### config.mk
export PLATFORM = sky130hd
export DESIGN_NAME = pool_window_fetch
export DESIGN_NICKNAME = d
export VERILOG_FILES = /design/src/rtl/pool_pkg.sv /design/src/rtl/pool_addr_gen.sv /design/src/rtl/pool_window_fetch.sv
export SDC_FILE = /design/constraint.sdc
export NUM_CORES = 1
export LEC_CHECK = 0
export CORE_ASPECT_RATIO = 0.9
export CORE_MARGIN = 8
export CORE_UTILIZATION = 52
export CTS_BUF_LIST = sky130_fd_sc_hd__clkbuf_4
export DETAILED_ROUTE_END_ITERATION = 6
export PLACE_DENSITY = 0.83
export SYNTH_ARGS = -nofsm -noshare
export SYNTH_HDL_FRONTEND = slang
export SYNTH_SLANG_ARGS = --single-unit
### constraint.sdc
create_clock -name clk -period 4.4 [get_ports clk]
set_input_delay 0.66 -clock clk [delete_from_list [all_inputs] [get_ports clk]]
set_output_delay 0.66 -clock clk [all_outputs]
set_load 0.01 [all_outputs]
### src/rtl/pool_pkg.sv
// pool_pkg: shared constants, FSM encoding and window slot helper for the pooling path
package pool_pkg;
    localparam int DWIDTH   = 8;
    localparam int KSIZE    = 3;
    localparam int WIN_BITS = KSIZE * KSIZE * DWIDTH;

    typedef enum logic [2:0] {S_IDLE, S_FETCH, S_LAST, S_PRESENT, S_DONE} state_t;

    function automatic int win_slot(input int r, input int c);
        return (r * KSIZE + c) * DWIDTH;
    endfunction
endpackage

### src/rtl/pool_addr_gen.sv
// pool_addr_gen: window position and read-index counters, BRAM address and last-window flag
module pool_addr_gen
    import pool_pkg::*;
#(
    parameter int IMG_W     = 8,
    parameter int IMG_H     = 8,
    parameter int STRIDE    = 1,
    parameter int AWIDTH    = 10,
    parameter int BASE_ADDR = 0
) (
    input  logic              clk,
    input  logic              rst_n,
    input  logic              i_clear,
    input  logic              i_step,
    input  logic              i_advance,
    output logic [7:0]        o_x,
    output logic [7:0]        o_y,
    output logic [1:0]        o_row,
    output logic [1:0]        o_col,
    output logic              o_k_last,
    output logic              o_last_win,
    output logic [AWIDTH-1:0] o_addr
);
    localparam int AW = AWIDTH + 8;

    logic [7:0] r_x, r_y;
    logic [1:0] r_row, r_col;
    logic       w_x_more, w_y_more;

    assign w_x_more   = int'(r_x) + STRIDE <= IMG_W - KSIZE;
    assign w_y_more   = int'(r_y) + STRIDE <= IMG_H - KSIZE;
    assign o_last_win = !w_x_more && !w_y_more;
    assign o_k_last   = (r_row == 2'(KSIZE - 1)) && (r_col == 2'(KSIZE - 1));
    assign o_addr     = AWIDTH'(AW'(BASE_ADDR) + (AW'(r_y) + AW'(r_row)) * AW'(IMG_W) + AW'(r_x) + AW'(r_col));
    assign o_x        = r_x;
    assign o_y        = r_y;
    assign o_row      = r_row;
    assign o_col      = r_col;

    // read index walks the 3x3 footprint; position steps row-major on each accepted window
    always_ff @(posedge clk) begin
        if (!rst_n || i_clear) begin
            r_x   <= '0;
            r_y   <= '0;
            r_row <= '0;
            r_col <= '0;
        end else begin
            if (i_step) begin
                r_col <= (r_col == 2'(KSIZE - 1)) ? 2'd0 : r_col + 2'd1;
                if (r_col == 2'(KSIZE - 1))
                    r_row <= (r_row == 2'(KSIZE - 1)) ? 2'd0 : r_row + 2'd1;
            end
            if (i_advance && w_x_more) begin
                r_x <= r_x + 8'(STRIDE);
            end else if (i_advance && w_y_more) begin
                r_x <= '0;
                r_y <= r_y + 8'(STRIDE);
            end
        end
    end
endmodule

### src/rtl/pool_window_fetch.sv
// pool_window_fetch: reads 3x3 windows from BRAM row-major and hands each out via valid/ready
module pool_window_fetch #(
    parameter int DWIDTH    = 8,
    parameter int IMG_W     = 8,
    parameter int IMG_H     = 8,
    parameter int STRIDE    = 1,
    parameter int AWIDTH    = 10,
    parameter int BASE_ADDR = 0
) (
    input  logic                clk,
    input  logic                rst_n,
    input  logic                i_start,
    output logic                o_bram_en,
    output logic [AWIDTH-1:0]   o_bram_addr,
    input  logic [DWIDTH-1:0]   i_bram_rdata,
    output logic [9*DWIDTH-1:0] o_win_data,
    output logic                o_win_valid,
    input  logic                i_win_ready,
    output logic [7:0]          o_win_x,
    output logic [7:0]          o_win_y,
    output logic                o_busy,
    output logic                o_done
);
    import pool_pkg::*;

    if (IMG_W < 3) begin : g_bad_w
        $error("IMG_W must be >= 3");
    end
    if (IMG_H < 3) begin : g_bad_h
        $error("IMG_H must be >= 3");
    end
    if (STRIDE < 1) begin : g_bad_s
        $error("STRIDE must be >= 1");
    end
    if (IMG_W * IMG_H > 2 ** AWIDTH) begin : g_bad_a
        $error("image does not fit in the BRAM address space");
    end
    if (DWIDTH != pool_pkg::DWIDTH) begin : g_bad_d
        $error("DWIDTH must match the shared pooling pixel width");
    end

    state_t              r_state, w_next;
    logic [WIN_BITS-1:0] r_win;
    logic                r_cap_en;
    logic [1:0]          r_cap_row, r_cap_col;
    logic                w_fetch, w_hs, w_clear, w_k_last, w_last_win;
    logic [1:0]          w_row, w_col;
    logic [AWIDTH-1:0]   w_addr;

    pool_addr_gen #(
        .IMG_W(IMG_W), .IMG_H(IMG_H), .STRIDE(STRIDE), .AWIDTH(AWIDTH), .BASE_ADDR(BASE_ADDR)
    ) u_addr (
        .clk(clk), .rst_n(rst_n), .i_clear(w_clear), .i_step(w_fetch), .i_advance(w_hs),
        .o_x(o_win_x), .o_y(o_win_y), .o_row(w_row), .o_col(w_col),
        .o_k_last(w_k_last), .o_last_win(w_last_win), .o_addr(w_addr)
    );

    assign o_win_data = r_win;

    // state register; reset aborts any frame in flight
    always_ff @(posedge clk) begin
        r_state <= !rst_n ? S_IDLE : w_next;
    end

    // next-state: nine reads, one capture cycle, present until accepted
    always_comb begin
        w_next = r_state;
        case (r_state)
            S_IDLE:    w_next = i_start ? S_FETCH : S_IDLE;
            S_FETCH:   w_next = w_k_last ? S_LAST : S_FETCH;
            S_LAST:    w_next = S_PRESENT;
            S_PRESENT: w_next = !i_win_ready ? S_PRESENT : (w_last_win ? S_DONE : S_FETCH);
            S_DONE:    w_next = S_IDLE;
            default:   w_next = S_IDLE;
        endcase
    end

    // outputs decoded from state; address forced to zero when not reading
    always_comb begin
        w_fetch     = r_state == S_FETCH;
        w_clear     = (r_state == S_IDLE) && i_start;
        o_win_valid = r_state == S_PRESENT;
        o_busy      = r_state != S_IDLE;
        o_done      = r_state == S_DONE;
        w_hs        = o_win_valid && i_win_ready;
        o_bram_en   = w_fetch;
        o_bram_addr = w_fetch ? w_addr : '0;
    end

    // slot k is written on the edge after read k; clearing r_cap_en on reset drops a late return
    always_ff @(posedge clk) begin
        if (!rst_n) begin
            r_cap_en  <= 1'b0;
            r_cap_row <= '0;
            r_cap_col <= '0;
            r_win     <= '0;
        end else begin
            r_cap_en  <= w_fetch;
            r_cap_row <= w_row;
            r_cap_col <= w_col;
            if (r_cap_en)
                r_win[win_slot(int'(r_cap_row), int'(r_cap_col)) +: DWIDTH] <= i_bram_rdata;
        end
    end
endmodule
==> results of run 1 <==
## layer usage
| layer | routed length (um) | GRT usage [%] |
|---|---|---|
| met5 | 0 | 0 |
| met4 | 149 | 5.84 |
| met1 | 5590 | 24.4 |
| met2 | 6440 | 34.9 |
| met3 | 751 | 4.51 |
## layout make-up
cell class	instances	area (um2)	share of cell area, %
multi-input combinational	370	2700	43.7
sequential	100	2000	32.4
timing repair buffer	114	1130	18.3
tap	122	153	2.47
clock buffer	9	67.6	1.09
clock inverter	6	66.3	1.07
inverter	16	60.1	0.971
## placed cells by master, fill, tap and decap left out, drive strengths merged, types with 8 or more instances in the layout
cell type / synthesis / layout
a21boi: 11 / 11
a21oi: 15 / 15
and2: 17 / 17
and3: 8 / 8
clkbuf: 16 / 9
clkdlybuf4s50: 0 / 112
dfxtp: 100 / 100
ha: 18 / 18
inv: 16 / 16
mux2i: 63 / 63
nand2: 34 / 34
nand3: 12 / 12
nand4: 9 / 9
nor2: 28 / 28
nor2b: 65 / 65
nor3: 9 / 9
xnor2: 10 / 10
## cell usage after synthesis (4+ instances only)
| master | count |
|---|---|
| xnor2_1 | 10 |
| ha_1 | 18 |
| and3_1 | 8 |
| nor2_1 | 26 |
| and2_1 | 17 |
| a21boi_0 | 11 |
| or3_1 | 6 |
| nand2b_1 | 5 |
| dfxtp_1 | 100 |
| mux2i_1 | 63 |
| xor2_1 | 5 |
| clkbuf_1 | 16 |
| nor3_1 | 6 |
| nand3_1 | 12 |
| buf_2 | 5 |
| a21oi_1 | 15 |
| fa_1 | 4 |
| nand4_1 | 9 |
| nor2b_1 | 65 |
| inv_1 | 16 |
| nand2_1 | 33 |
## metrics by stage
step | setup WS, ps | utilization (%)
after floorplan | 938 | -
after global placement | 739 | 66.3
after detailed placement | 589 | 66.3
after CTS | 227 | 67.8
after global routing | 38.4 | 67.8
final | 249 | 67.8
## cells by family after synthesis
kind of cell               after synthesis  synth area share [%]
xor gates and xnor gates                15                  2.70
buffers and inverters                   39                  3.37
and+or+nand+nor                        213                  25.3
adders and majority gates               22                  6.27
DFF                                    100                  41.1
AOI/OAI and AO/OA                       57                  8.25
muxes                                   63                  13.0
## power by group
part	internal (mW)	switching, mW
sequential	0.911	0.00510
clock	0.170	0.301
combinational	0.0369	0.0509
total	1.12	0.357
## worst max-delay path: cells and delay by family, from the launching register on
family          cells  cell delay, ps
fa+ha+maj           3            1090
buf+inv             1             560
flops               1             440
compound gates      2             390
xor+xnor            2             330
simple gates        2             240
## state kept, by name (all words and copies together) (netlist names)
name,flops
u_addr.o_col,2
u_addr.o_row,2
r_cap_en,1
u_addr.o_x,8
r_cap_row,2
o_win_data,72
r_state,3
r_cap_col,2
u_addr.o_y,8
## final timing paths
| kind | cells after the start | endpoint | slack, ps |
|---|---|---|---|
| setup / recovery | 10 | o_bram_addr[9] | 250 |
| hold / removal | 2 | o_win_data[5] | 490 |
| setup reg to reg | 14 | o_win_data[52] | 510 |
| hold reg to reg | 2 | o_win_data[5] | 490 |
==> results.json, run 1 <==
{
  "synth_warnings": 0,
  "synth.distinct_cells": 57,
  "pin_count": 114,
  "clkSlewWorstSetupHoldPaths_ps": 130,
  "hold_class": "reg -> reg",
  "path_max_fanout": 9,
  "hold_slack_ps": 489,
  "worst_pin_slew_ps": 631,
  "netlist_area_um2": 4870,
  "crit_arrival_ps": 3490,
  "critical_path_class": "reg -> out",
  "crit_path_max_incr_delay_ps": 560,
  "rows": 33,
  "placed_area_um2": 6050,
  "gp_congestion": 0.917,
  "drt_iter0_drc": 216,
  "synth_top_area_share_pct": 41.1,
  "slew_viol_final": 0,
  "cts_setup_buffers": 0,
  "crit_path_frequent_cell": "ha_1",
  "yosysSeqAreaShare_pct": 41.1,
  "period_share_pct": 94.4,
  "slew_headroom_pct": 57.9,
  "grt_pass1_vias": 3938,
  "ys.flop_type": "dfxtp_1",
  "n_antenna_cell": 0,
  "dieArea_um2": 12700,
  "groute.usage.overall_pct": 20.0,
  "rsz0062_at_grt": "no",
  "cts_made_buffers": 9,
  "powerDensity_nw_per_um2": 239,
  "dp.final_hpwl_um": 9670,
  "synth_edf_count": 0,
  "overflow": 0,
  "vias_per_cell": 5.36,
  "avgSynthCellArea_um2": 9.56,
  "totalWireLength_um": 12900,
  "core_area_um2": 9130,
  "holdCritStartpoint": "o_win_data[5]",
  "worstSetupEndpointType": "output port",
  "nets": 645,
  "grt_max_degree": 81,
  "fmax_ghz": 0.241,
  "syn2layout_area_growth_pct": 27.0,
  "skew_ps": 21.5,
  "setup_viol": 0,
  "num_vias": 3954,
  "final_cells": 737,
  "synthCells": 509,
  "crit_slowest_cell": "clkdlybuf4s50_1",
  "fin_crit_ps": 4150,
  "synthesis.nets": 543,
  "maxCapViolations": 0,
  "cts.sinks": 100,
  "fp.dieW_um": 118,
  "power_mw": 1.48,
  "firstDrtPassIters": 5,
  "yosys_register_bits": 100,
  "start_util_pct": 53.4,
  "dieHeight_um": 108,
  "ir_drop_v": 0.000231,
  "hold_violations": 0,
  "cts_tree": "built",
  "grt_pass1_wl_um": 20700,
  "clock_path_buffers": 2,
  "dpl.cell_count": 722,
  "cts_max_level": 3,
  "tns_ps": 0,
  "grt_antenna_before_repair": 0,
  "cts_hold_buf": 0,
  "fin_area_um2": 6180,
  "cp_data_required_time_ps": 3740,
  "clk-insertion-delay-late_ps": 450,
  "critPathLaunch": "u_addr.o_y[0]",
  "outcome": "complete, no violations",
  "drive_gt1_share_pct": 4.72,
  "ant_nets": 0,
  "path_cells": "ha_1 > fa_1 > xor2_1 > ha_1 > nand4_1 > o2111ai_1 > o211ai_1 > xnor2_1 > nor2_1 > clkdlybuf4s50_1",
  "nFillCells": 726,
  "clockRootBuffer": "clkbuf_4",
  "critPathLaunchType": "register",
  "leakagePower_nw": 2.29,
  "async_reset_ff_share_pct": 0,
  "io_buffers": 113,
  "drc": 0,
  "rr_startpoint": "r_cap_row[0]",
  "detail_route.wl_per_cell_um": 17.5,
  "ys_top_cells_by_area": "dfxtp_1 (41%), mux2i_1 (13%), nor2b_1 (8.4%), ha_1 (4.6%), nand2_1 (2.5%)",
  "yosys.area.top_type": "dfxtp_1",
  "cts_resized": 0
}
No activity file was read; power rests on OpenSTA's default activity.
==> run 2, diff against run 1 <==
--- a/config.mk
+++ b/config.mk
@@ -10,6 +10,7 @@
 export CORE_UTILIZATION = 52
 export CTS_BUF_LIST = sky130_fd_sc_hd__clkbuf_4
 export DETAILED_ROUTE_END_ITERATION = 6
+export GPL_TIMING_DRIVEN = 0
 export PLACE_DENSITY = 0.83
 export SYNTH_ARGS = -nofsm -noshare
 export SYNTH_HDL_FRONTEND = slang
==> run 2 against run 1 <==
Effect of this change: first-iteration DRC count up 11%; die area unchanged; critical path depth unchanged; worst hold slack worse by 7.2 ps.
==> results.json, run 2 (synthesis gave the netlist of run 1 again) <==
{
  "worst_pin_slew_ps": 595,
  "clkSlewWorstSetupHoldPaths_ps": 170,
  "drive_gt1_share_pct": 5.67,
  "ir_drop_v": 0.000194,
  "n_antenna_cell": 0,
  "clock_path_buffers": 2,
  "leakagePower_nw": 2.35,
  "grt_max_degree": 19,
  "cts_resized": 0,
  "drt_iter0_drc": 240,
  "tns_ps": 0,
  "dp.final_hpwl_um": 10000,
  "path_cells": "ha_1 > fa_1 > xor2_1 > ha_1 > nand4_1 > o2111ai_1 > o211ai_1 > xnor2_1 > nor2_1 > clkdlybuf4s50_1",
  "path_max_fanout": 9,
  "drc": 0,
  "final_cells": 757,
  "rsz0062_at_grt": "no",
  "fmax_ghz": 0.242,
  "clockRootBuffer": "clkbuf_4",
  "placed_area_um2": 6120,
  "dpl.cell_count": 741,
  "period_share_pct": 93.9,
  "hold_class": "reg -> reg",
  "totalWireLength_um": 13100,
  "overflow": 0,
  "rows": 33,
  "cts.sinks": 100,
  "grt_pass1_wl_um": 21200,
  "nets": 664,
  "io_buffers": 110,
  "groute.usage.overall_pct": 20.6,
  "pin_count": 114,
  "firstDrtPassIters": 5,
  "dieHeight_um": 108,
  "num_vias": 4109,
  "slew_viol_final": 0,
  "cts_max_level": 3,
  "final_cell_mix": "clkdlybuf4s50_1 (110), dfxtp_1 (100), nor2b_1 (65), mux2i_1 (63), nand2_1 (33)",
  "fp.dieW_um": 118,
  "grt_pass1_vias": 4089,
  "start_util_pct": 53.4,
  "fin_crit_ps": 4130,
  "fin_area_um2": 6300,
  "detail_route.wl_per_cell_um": 17.3,
  "cp_data_required_time_ps": 3740,
  "maxCapViolations": 0,
  "hold_violations": 0,
  "largest_reg_flops": 72,
  "clk-insertion-delay-late_ps": 450,
  "slew_headroom_pct": 60.3,
  "outcome": "complete, no violations",
  "syn2layout_area_growth_pct": 29.3,
  "gp_congestion": 0.934,
  "cts_hold_buf": 0,
  "dieArea_um2": 12700,
  "crit_path_frequent_cell": "ha_1",
  "skew_ps": 18.1,
  "crit_slowest_cell": "clkdlybuf4s50_1",
  "critPathLaunchType": "register",
  "crit_arrival_ps": 3470,
  "cts_made_buffers": 9,
  "cts_setup_buffers": 0,
  "core_area_um2": 9130,
  "final_common_cell": "clkdlybuf4s50_1",
  "vias_per_cell": 5.43,
  "powerDensity_nw_per_um2": 249,
  "worstSetupEndpointType": "output port",
  "crit_path_max_incr_delay_ps": 550,
  "grt_antenna_before_repair": 0,
  "cts_tree": "built",
  "critical_path_class": "reg -> out",
  "setup_viol": 0,
  "ant_nets": 0
}
run 2: cell types whose count changed in the layout (fill, tap and decap cells not counted):
| cell | previous run | this run |
|---|---|---|
| clkinvlp_4 | 2 | 0 |
| bufinv_16 | 1 | 2 |
| buf_6 | 0 | 1 |
| buf_2 | 1 | 5 |
| inv_6 | 0 | 2 |
| inv_8 | 0 | 1 |
| clkbuf_1 | 0 | 16 |
| clkdlybuf4s50_1 | 112 | 110 |
| clkinv_1 | 1 | 0 |
run 2: metrics by stage:
| step | util (%) | worst slack, ps | total power [mW] | hold slack, ps |
|---|---|---|---|---|
| after global routing | 69.0 | 86.2 | 1.63 | 513 |
| after global placement | 67.1 | 686 | 1.02 | 451 |
| after floorplan | - | 938 | 0.984 | 482 |
| final | 69.0 | 268 | 1.57 | 482 |
| after CTS | 69.0 | 267 | 1.58 | 483 |
| after detailed placement | 67.1 | 593 | 1.03 | 459 |
run 2: cell type report:
class,count,area (um2)
repair buffers,110,1100
inverters,16,60.1
flip-flops and latches,100,2000
clock buffers,9,67.6
well taps,122,153
fillers,701,2830
plain buffers,23,104
clock inverters,7,106
multi-input cells,370,2700
run 2: path summary, 6_finish.rpt:
| path | from | endpoint | slack (ps) | cells past startpoint |
|---|---|---|---|---|
| setup reg to reg | r_cap_row[0] | o_win_data[41] | 510 | 14 |
| hold reg to reg | o_win_data[2] | o_win_data[2] | 480 | 2 |
| hold / removal | o_win_data[2] | o_win_data[2] | 480 | 2 |
| setup / recovery | u_addr.o_y[0] | o_bram_addr[9] | 270 | 10 |
run 2: power by group:
| part | leakage [nW] | internal [mW] | switching (mW) |
|---|---|---|---|
| Clock | 0.0930 | 0.241 | 0.322 |
| Combinational | 1.45 | 0.0369 | 0.0531 |
| Sequential | 0.806 | 0.912 | 0.00490 |
run 2: critical path: cells and delay by family, from the launching register on:
family | cells | cell delay (ps)
AND/OR/NAND/NOR | 2 | 250
AO/OA/AOI/OAI | 2 | 350
buffers and inverters | 1 | 550
adder cells (fa/ha/maj) | 3 | 1090
XOR/XNOR | 2 | 340
flip-flops | 1 | 440
run 2: routing by layer:
| layer | wire [um] | track usage (%) |
|---|---|---|
| met5 | 0 | 0 |
| met4 | 149 | 5.39 |
| met3 | 838 | 5.98 |
| met2 | 6480 | 36.1 |
| met1 | 5620 | 24.3 |
